===== src/rtl/output_aggregator.sv =====
// Output aggregator: return end of the layer-multiplex handshake.
// Collects per-neuron results from the shared neuron layer after each layer
// start and presents them, with per-neuron valid flags, as the next layer's
// input bus. Flags completion (layer_done) and abort (timeout) per layer.
module output_aggregator #(
   parameter  int LAYER_MAX  = 3,
   parameter  int NUM_NEURON = 6,
   parameter  int INPUT_SIZE = 9,
   parameter  int TIMEOUT    = 255,
   localparam int LN_W       = $clog2(LAYER_MAX) + 1
) (
   input  logic                             clk,
   input  logic                             rst,
   input  logic                             layer_start,
   input  logic [NUM_NEURON-1:0]            active,
   input  logic [LN_W-1:0]                  layer_num,
   input  logic [NUM_NEURON*INPUT_SIZE-1:0] neuron_outputs,
   input  logic [NUM_NEURON-1:0]            neuron_valid,
   output logic [NUM_NEURON*INPUT_SIZE-1:0] layer_output,
   output logic [NUM_NEURON-1:0]            layer_output_valid,
   output logic [LN_W-1:0]                  captured_layer,
   output logic                             layer_done,
   output logic                             timeout,
   output logic                             busy
);

   // Counter only has to reach TIMEOUT-1; it wraps harmlessly when TIMEOUT=0.
   localparam int CNT_W = (TIMEOUT < 2) ? 1 : $clog2(TIMEOUT);

   typedef enum logic [1:0] {
      S_IDLE,
      S_COLLECT,
      S_DONE
   } state_t;

   state_t                          state_q, state_d;
   logic [NUM_NEURON*INPUT_SIZE-1:0] data_q, data_d;
   logic [NUM_NEURON-1:0]           valid_q, valid_d;
   logic [NUM_NEURON-1:0]           mask_q, mask_d;
   logic [LN_W-1:0]                 layer_q, layer_d;
   logic [CNT_W-1:0]                cnt_q, cnt_d;
   logic                            done_q, done_d;
   logic                            timeout_q, timeout_d;

   logic [NUM_NEURON-1:0]           capture;
   logic [NUM_NEURON-1:0]           next_valid;
   logic                            complete;
   logic                            expired;

   // State, collected data and pulse registers; synchronous reset.
   always_ff @(posedge clk) begin
      if (rst) begin
         // NOTE: the data slices are reset too, because they drive the next
         // layer's input bus directly and must never show power-up garbage.
         state_q   <= S_IDLE;
         data_q    <= '0;
         valid_q   <= '0;
         mask_q    <= '0;
         layer_q   <= '0;
         cnt_q     <= '0;
         done_q    <= 1'b0;
         timeout_q <= 1'b0;
      end else begin
         // NOTE: non-blocking assignments so every register samples the
         // pre-edge value of every other register, independent of order.
         state_q   <= state_d;
         data_q    <= data_d;
         valid_q   <= valid_d;
         mask_q    <= mask_d;
         layer_q   <= layer_d;
         cnt_q     <= cnt_d;
         done_q    <= done_d;
         timeout_q <= timeout_d;
      end
   end

   // Next-state logic: layer_start restarts from any state; COLLECT captures
   // first strobes only and decides completion on the post-capture vector.
   always_comb begin
      // NOTE: every signal assigned here gets a default first so no path
      // leaves one unassigned, which would otherwise infer a latch.
      state_d   = state_q;
      data_d    = data_q;
      valid_d   = valid_q;
      mask_d    = mask_q;
      layer_d   = layer_q;
      cnt_d     = cnt_q;
      done_d    = 1'b0;
      timeout_d = 1'b0;

      capture    = neuron_valid & mask_q & ~valid_q;
      next_valid = valid_q | capture;
      complete   = ((next_valid & mask_q) == mask_q);
      expired    = (TIMEOUT != 0) && (cnt_q == CNT_W'(TIMEOUT - 1));

      if (layer_start) begin
         // Data is deliberately kept; only validity is dropped.
         state_d = S_COLLECT;
         valid_d = '0;
         mask_d  = active;
         layer_d = layer_num;
         cnt_d   = '0;
      end else begin
         case (state_q)
            S_COLLECT: begin
               valid_d = next_valid;
               for (int i = 0; i < NUM_NEURON; i++) begin
                  if (capture[i]) begin
                     data_d[i*INPUT_SIZE +: INPUT_SIZE] = neuron_outputs[i*INPUT_SIZE +: INPUT_SIZE];
                  end
               end
               cnt_d = cnt_q + 1'b1;
               if (complete) begin
                  state_d = S_DONE;
               end else if (expired) begin
                  state_d   = S_IDLE;
                  timeout_d = 1'b1;
               end
            end
            S_DONE: begin
               done_d  = 1'b1;
               state_d = S_IDLE;
            end
            S_IDLE:  state_d = S_IDLE;
            default: state_d = S_IDLE;
         endcase
      end
   end

   assign layer_output       = data_q;
   assign layer_output_valid = valid_q;
   assign captured_layer     = layer_q;
   assign layer_done         = done_q;
   assign timeout            = timeout_q;
   assign busy               = (state_q == S_COLLECT);

endmodule


===== config.mk =====
export PLATFORM = sky130hd
export DESIGN_NAME = output_aggregator
export DESIGN_NICKNAME = d
export VERILOG_FILES = /design/src/rtl/output_aggregator.sv
export SDC_FILE = /design/constraint.sdc
export NUM_CORES = 1
export LEC_CHECK = 0
export ABC_AREA = 1
export BUFFER_PORTS_ARGS = -buffer_cell sky130_fd_sc_hd__buf_2
export CORE_MARGIN = 2
export CORE_UTILIZATION = 35
export CTS_CLUSTER_DIAMETER = 30
export DETAILED_ROUTE_END_ITERATION = 8
export PLACE_DENSITY = 0.75
export SLEW_MARGIN = 20
export SYNTH_ARGS = -nofsm -noshare
export SYNTH_HDL_FRONTEND = slang
export SYNTH_SLANG_ARGS = --single-unit
export TNS_END_PERCENT = 100

===== constraint.sdc =====
create_clock -name clk -period 1.5 [get_ports clk]
set_input_delay 0.225 -clock clk [delete_from_list [all_inputs] [get_ports clk]]
set_output_delay 0.225 -clock clk [all_outputs]
set_load 0.005 [all_outputs]

# After elaboration in Yosys (flattened, before gate mapping)
# Cells that the tools add are included.
# totals
ff_bits,81
output_inout_bits,66
word_cells,43
# op_classes
add_sub_neg,1
n_eq_ne,5
muxes,6
bitwise_logic,7
n_reduce_logical,10
# ops
operator,n
AND 6 bit,3
AND reduction 3 bit,6
"adder 8 x 1 -> 8 bit, second input constant",1
"== test 8 bit, second input constant",1
== test 6 bit,1
inverter 6 bit,1
bitwise OR 6 bit,1
2-to-1 mux 1 bit,4
2-to-1 mux 2 bit,2
"!= test 4 x 2 -> 1 bit, second input constant",1
OR reduction 4 bit,1
OR reduction 3 bit,1
"== test 2 x 1 -> 1 bit, second input constant",1
"== test 2 bit, second input constant",1
inverter 1 bit,2
nonzero test 2 bit,1
OR reduction 2 bit,1

# Depth between registers and ports, before layout
# Gate-level depths: netlist (run 1).
# logic_depth
word_depth,8
ltp_mapped,8
mapped_depth_nobuf,8

# Worst setup path after synthesis (run 1)
# No wires, ideal clock.
# synth_path
kind,reg-to-reg
start,register state_q[0]
end,register data_q[35] (netlist: layer_output[35])
setup_ns,0.116
t_arrival_ns,1.066
required_ns,1.384
slack_ns,0.318
path_stages_with_launch,6
path_buffers,0
cell_sequence,dfxtp_1 nand2_4 nor2_8 nand4_4 o21ai_0 nor2_1
# synth_between
elab_chain_cells,2
# synth_lines
item,line_no,source
from (decl),36,"state_t state_q, state_d;"
from (signal assigned),66,state_q <= state_d;
== test 2 x 1 -> 1 bit,104,case (state_q)
AND reduction 3 bit (no source line),n/a,
to (signal assigned),67,data_q <= data_d;
to (decl),37,"logic [NUM_NEURON*INPUT_SIZE-1:0] data_q, data_d;"
# Every way passes these cells.
# A chain may end at the register's enable or synchronous reset.

# Worst setup path after layout (run 1)
# layout_path
start,register state_q[0]
end,register data_q[26] (netlist: layer_output[26])
# Same word-level chain as after synthesis.

==> impl_metrics.env, run 1 <==
export IMPL_worstSkewPairLatency_ns=0.35
export IMPL_cts_tree="built"
export IMPL_synth_compound_area_share_pct=14.0
export IMPL_layoutNonFillerInstCount=641
export IMPL_ctsLongestPathBuffers=2
export IMPL_syn_to_final_growth_pct=34.8
export IMPL_async_flop_share_pct=0
export IMPL_ys_top_cells_by_count="134 x nor2_1, 81 x dfxtp_1, 38 x o21ai_0, 30 x o21ai_1, 22 x nand2_1"
export IMPL_cts_hold_buf=0
export IMPL_status="completed"
export IMPL_cp_start_kind="flop"
export IMPL_dieArea_um2=9470
export IMPL_cap_viol_max_count=0
export IMPL_clk_pin_slew_worst_paths_ns=0.09
export IMPL_power_per_cell_area_nw_per_um2=1040
export IMPL_grt_max_degree=23
export IMPL_syn_nets=454
export IMPL_synth_seq_cells=81
export IMPL_tightest_slew_ns=0.339
export IMPL_synth_area_leader_cell="dfxtp_1"
export IMPL_wl_per_cell_um=12.2
export IMPL_cts_sinks=81
export IMPL_end_kind="flop"
export IMPL_syn_avg_cell_area_um2=8.02
export IMPL_period_minus_slack_ns=1.35
export IMPL_ant_nets=0
export IMPL_worstHoldStart="layer_num[0]"
export IMPL_synth_top_family_by_area="simple AND/OR/NAND/NOR gates"
export IMPL_rsz0062_at_grt="false"
export IMPL_critical_path_max_fanout=10
export IMPL_holdCritPathClass="in2reg"
export IMPL_finClkSkew_ns=0.00949
export IMPL_dr_pass1_iters=4
export IMPL_synthTopCellsByArea="dfxtp_1 53%, nor2_1 16%, o21ai_0 6.2%"
export IMPL_drt_wl_total_um=7820
export IMPL_ctsResizeCount=0
export IMPL_vias_per_cell=4.63
export IMPL_slew_headroom_pct=77.2
export IMPL_fp_row_count=34
export IMPL_synth_simple_gate_area_share_pct=27.1
export IMPL_synthMostInstantiatedCell="nor2_1"
export IMPL_setup_violations=0
export IMPL_grt_pass1_vias=2815
export IMPL_yosysSeqAreaShare_pct=53.2
export IMPL_die_h_um=97.3
export IMPL_antenna_found_initial=0
export IMPL_synth_top_area_share_pct=53.2
export IMPL_core_um2=8590
export IMPL_synth_cell_type_count=22
export IMPL_numPortBuffers=137
export IMPL_drive_above_1_share_pct=33.6
export IMPL_synthAdderAreaFrac_pct=0.821
export IMPL_yosys_warnings=0
export IMPL_n_antenna_cell=0
export IMPL_hold_viol=0
export IMPL_initial_core_util_pct=35.5
export IMPL_vdd_drop_max_v=0.000364
export IMPL_p_leak_nw=1.87
export IMPL_grtUsageTotal_pct=16.6
export IMPL_synth_edff_count=0
export IMPL_cts_setup_buffers=0
export IMPL_root_buffer="clkbuf_8"
export IMPL_gr_total_overflow=0
export IMPL_drv_slew=0
export IMPL_worstPathRequired_ns=1.75
export IMPL_hpwl_um=5920
export IMPL_fmax_mhz=743
export IMPL_nNetsFinal=602
export IMPL_r2r_start="state_q[0]"
export IMPL_synthMuxAreaShare_pct=0
export IMPL_cp_arrival_ns=1.60
export IMPL_globalplace_congestion=0.885
export IMPL_post_route_period_util_pct=89.7
export IMPL_io_pins=138
export IMPL_path_class="reg2reg"
export IMPL_tns_ns=0
export IMPL_dpl_cell_count=625
export IMPL_synth_xor_area_share_pct=0
export IMPL_nFillCells=884
export IMPL_die_x_um=97.3
export IMPL_drtIter0Drc=85
export IMPL_drc=0
export IMPL_syn_area_um2=3050
export IMPL_grt_pass1_wl_um=12700
export IMPL_vias=2966
export IMPL_htree_levels=3
export IMPL_cts_buffers=9
export IMPL_utilization_pct=47.8
export IMPL_synth_cells=380
export IMPL_synth_ff_type="dfxtp_1"
export IMPL_critPathLaunch="state_q[0]"
==> through the flow <==
stage | hold WS [ns] | setup WS, ns | area, µm² | total power [W]
after floorplan | 0.294 | 0.318 | 3050 | 0.00245
after global placement | 0.446 | 0.196 | 3900 | 0.00263
after detailed placement | 0.454 | 0.146 | 3900 | 0.00264
after CTS | 0.0737 | 0.133 | 4110 | 0.00433
after global routing | 0.0797 | 0.0200 | 4110 | 0.00446
final | 0.0896 | 0.154 | 4110 | 0.00428
==> placed cells by master, fill, tap and decap left out <==
cell type	count
a21oi_1	11
buf_2	137
buf_4	7
bufinv_16	1
clkbuf_8	11
clkinv_1	1
clkinv_2	2
clkinv_4	7
clkinvlp_4	1
dfxtp_1	81
ha_1	2
inv_1	16
inv_2	4
nand2_1	22
nand2_2	1
nand2_4	1
nand3_1	7
nand3b_1	1
nand4_4	6
nor2_1	134
nor2_8	1
nor3_1	5
nor3b_1	1
o21ai_0	38
o21ai_1	30
o22ai_1	5
==> kinds of logic (layout without fill, tap and decap cells) <==
kind of cell / after synthesis / count (layout)
buffers and inverters: 34 / 187
and+or+nand+nor: 179 / 179
adders and majority gates: 2 / 2
AOI/OAI and AO/OA: 84 / 84
DFF: 81 / 81
==> cell type report <==
class / count / area, µm² / share of cell area [%]
Clock inverter: 5 / 63.8 / 1.55
Sequential cell: 81 / 1620 / 39.4
Timing Repair Buffer: 144 / 738 / 18.0
Clock buffer: 11 / 151 / 3.68
Tap cell: 108 / 135 / 3.29
Multi-Input combinational cell: 265 / 1280 / 31.1
Inverter: 27 / 124 / 3.01
==> power breakdown <==
part	internal, W	leakage (nW)	total, W	switching (W)
Combinational	0.000162	1.11	0.000353	0.000191
Sequential	0.00220	0.656	0.00223	0.0000361
Clock	0.000869	0.106	0.00169	0.000824
==> path summary, 6_finish.rpt <==
path	to	slack, ns	cells after the start
worst min register to register	cnt_q[7]	0.48	2
worst min-delay path	captured_layer[0]	0.09	3
worst max register to register	layer_output[26]	0.15	5
worst max-delay path	layer_output[26]	0.15	5
==> per-layer routing <==
layer	global-route usage (%)	vias up	share of wire [%]
met2	27.4	83	47
met3	4.39	14	6.6
met4	6.41	0	1.9
met1	20.7	1337	45
li1	-	1532	-
met5	0	-	0
==> flip-flops by register name, indices dropped and copies added, names as in the netlist <==
name and flops:
layer_done 1, state_q 2, captured_layer 3, cnt_q 8
timeout 1, mask_q 6, layer_output 54, layer_output_valid 6
==> worst max-delay path: stages, from the launching register on <==
cell and delay (ns):
dfxtp_1 0.39, nand2_4 0.11, nor2_8 0.24, nand4_4 0.22
o21ai_0 0.22, nor2_1 0.05
Power figures use the tool's default switching activity.
==> run 2, diff against run 1 <==
Settings changed: BUFFER_PORTS_ARGS -buffer_cell sky130_fd_sc_hd__buf_2 to -buffer_cell sky130_fd_sc_hd__clkbuf_2.
==> impl_metrics.env, run 2 (synthesis results as in run 1) <==
export IMPL_core_um2=8590
export IMPL_nNetsFinal=602
export IMPL_crit_slowest_cell="dfxtp_1"
export IMPL_layout_commonest_cell="clkbuf_2"
export IMPL_cts_buffers=9
export IMPL_p_leak_nw=1.83
export IMPL_ctsResizeCount=0
export IMPL_tns_ns=0
export IMPL_power_per_cell_area_nw_per_um2=1030
export IMPL_layoutNonFillerInstCount=641
export IMPL_vdd_drop_max_v=0.000536
export IMPL_tightest_slew_ns=0.347
export IMPL_cp_start_kind="flop"
export IMPL_holdCritPathClass="in2reg"
export IMPL_drive_above_1_share_pct=33.4
export IMPL_dr_pass1_iters=4
export IMPL_worstSkewPairLatency_ns=0.34
export IMPL_cts_hold_buf=0
export IMPL_cts_setup_buffers=0
export IMPL_vias=2959
export IMPL_grt_pass1_wl_um=12800
export IMPL_drv_slew=0
export IMPL_cp_arrival_ns=1.57
export IMPL_syn_to_final_growth_pct=34.6
export IMPL_dieArea_um2=9470
export IMPL_largest_reg_flops=54
export IMPL_end_kind="flop"
export IMPL_gr_total_overflow=0
export IMPL_rrSetupSlack_ns=0.16
export IMPL_setup_violations=0
export IMPL_cts_tree="built"
export IMPL_slew_headroom_pct=76.8
export IMPL_fmax_mhz=747
export IMPL_ant_nets=0
export IMPL_period_minus_slack_ns=1.34
export IMPL_ctsLongestPathBuffers=2
export IMPL_grt_pass1_vias=2781
export IMPL_hpwl_um=5880
export IMPL_globalplace_congestion=0.886
export IMPL_finClkSkew_ns=0.0103
export IMPL_dpl_cell_count=625
export IMPL_drtIter0Drc=116
export IMPL_cap_viol_max_count=0
export IMPL_dpl_cell_area_um2=3900
export IMPL_numPortBuffers=137
export IMPL_path_class="reg2reg"
export IMPL_drt_wl_total_um=7690
export IMPL_io_pins=138
export IMPL_grtUsageTotal_pct=16.3
export IMPL_wl_per_cell_um=12.0
export IMPL_critical_path_max_fanout=10
export IMPL_cts_sinks=81
export IMPL_p_total_w=0.00421
export IMPL_n_antenna_cell=0
export IMPL_final_cell_mix="137 x clkbuf_2, 134 x nor2_1, 81 x dfxtp_1, 38 x o21ai_0, 30 x o21ai_1"
export IMPL_fp_row_count=34
export IMPL_drc=0
export IMPL_worstPathRequired_ns=1.73
export IMPL_post_route_period_util_pct=89.3
export IMPL_grt_max_degree=23
export IMPL_initial_core_util_pct=35.5
export IMPL_final_area_um2=4100
export IMPL_cp_cell_sequence="nand2_4, nor2_8, nand4_4, o21ai_0, nor2_1"
export IMPL_root_buffer="clkbuf_8"
export IMPL_rsz0062_at_grt="false"
export IMPL_die_h_um=97.3
export IMPL_slowest_delay_ns=0.38
export IMPL_status="completed"
export IMPL_htree_levels=3
export IMPL_clk_pin_slew_worst_paths_ns=0.07
export IMPL_die_x_um=97.3
export IMPL_vias_per_cell=4.62
export IMPL_hold_viol=0
export IMPL_antenna_found_initial=0
-- run 2: through the flow --
stage / setup slack (ns) / hold WS [ns] / util (%)
final: 0.161 / 0.104 / 47.7
after global routing: 0.0332 / 0.0903 / 47.7
after CTS: 0.154 / 0.0789 / 47.7
after detailed placement: 0.160 / 0.451 / 45.3
after global placement: 0.193 / 0.450 / 45.3
after floorplan: 0.318 / 0.294 / -
-- run 2: area by class of cell --
cell class | instances | area [µm²]
fillers | 846 | 4490
flip-flops and latches | 81 | 1620
multi-input cells | 265 | 1280
repair buffers | 144 | 738
clock buffers | 12 | 155
well taps | 108 | 135
inverters | 27 | 124
clock inverters | 4 | 51.3
-- run 2: critical path: cells and delay by family, from the launching register on --
family | cells | cell delay (ns)
simple gates | 4 | 0.63
flops | 1 | 0.38
compound gates | 1 | 0.22
-- run 2: per-layer routing --
layer	wire (µm)	GRT usage, %
met5	0	0
met4	98	6.52
met3	458	4.03
met2	3580	25.9
met1	3560	21.5
-- run 2: final timing paths --
path	to	cells after the start	startpoint
max	layer_output[7]	5	state_q[0]
min	state_q[0]	2	rst
max reg2reg	layer_output[7]	5	state_q[0]
min reg2reg	cnt_q[3]	1	cnt_q[3]
-- run 2: power breakdown --
| part | internal (W) | leakage [nW] | total [W] | switching [W] |
|---|---|---|---|---|
| logic | 0.000163 | 1.07 | 0.000355 | 0.000193 |
| registers | 0.00220 | 0.656 | 0.00223 | 0.0000361 |
| clock network | 0.000861 | 0.103 | 0.00162 | 0.000762 |
| total | 0.00322 | 1.83 | 0.00421 | 0.000990 |
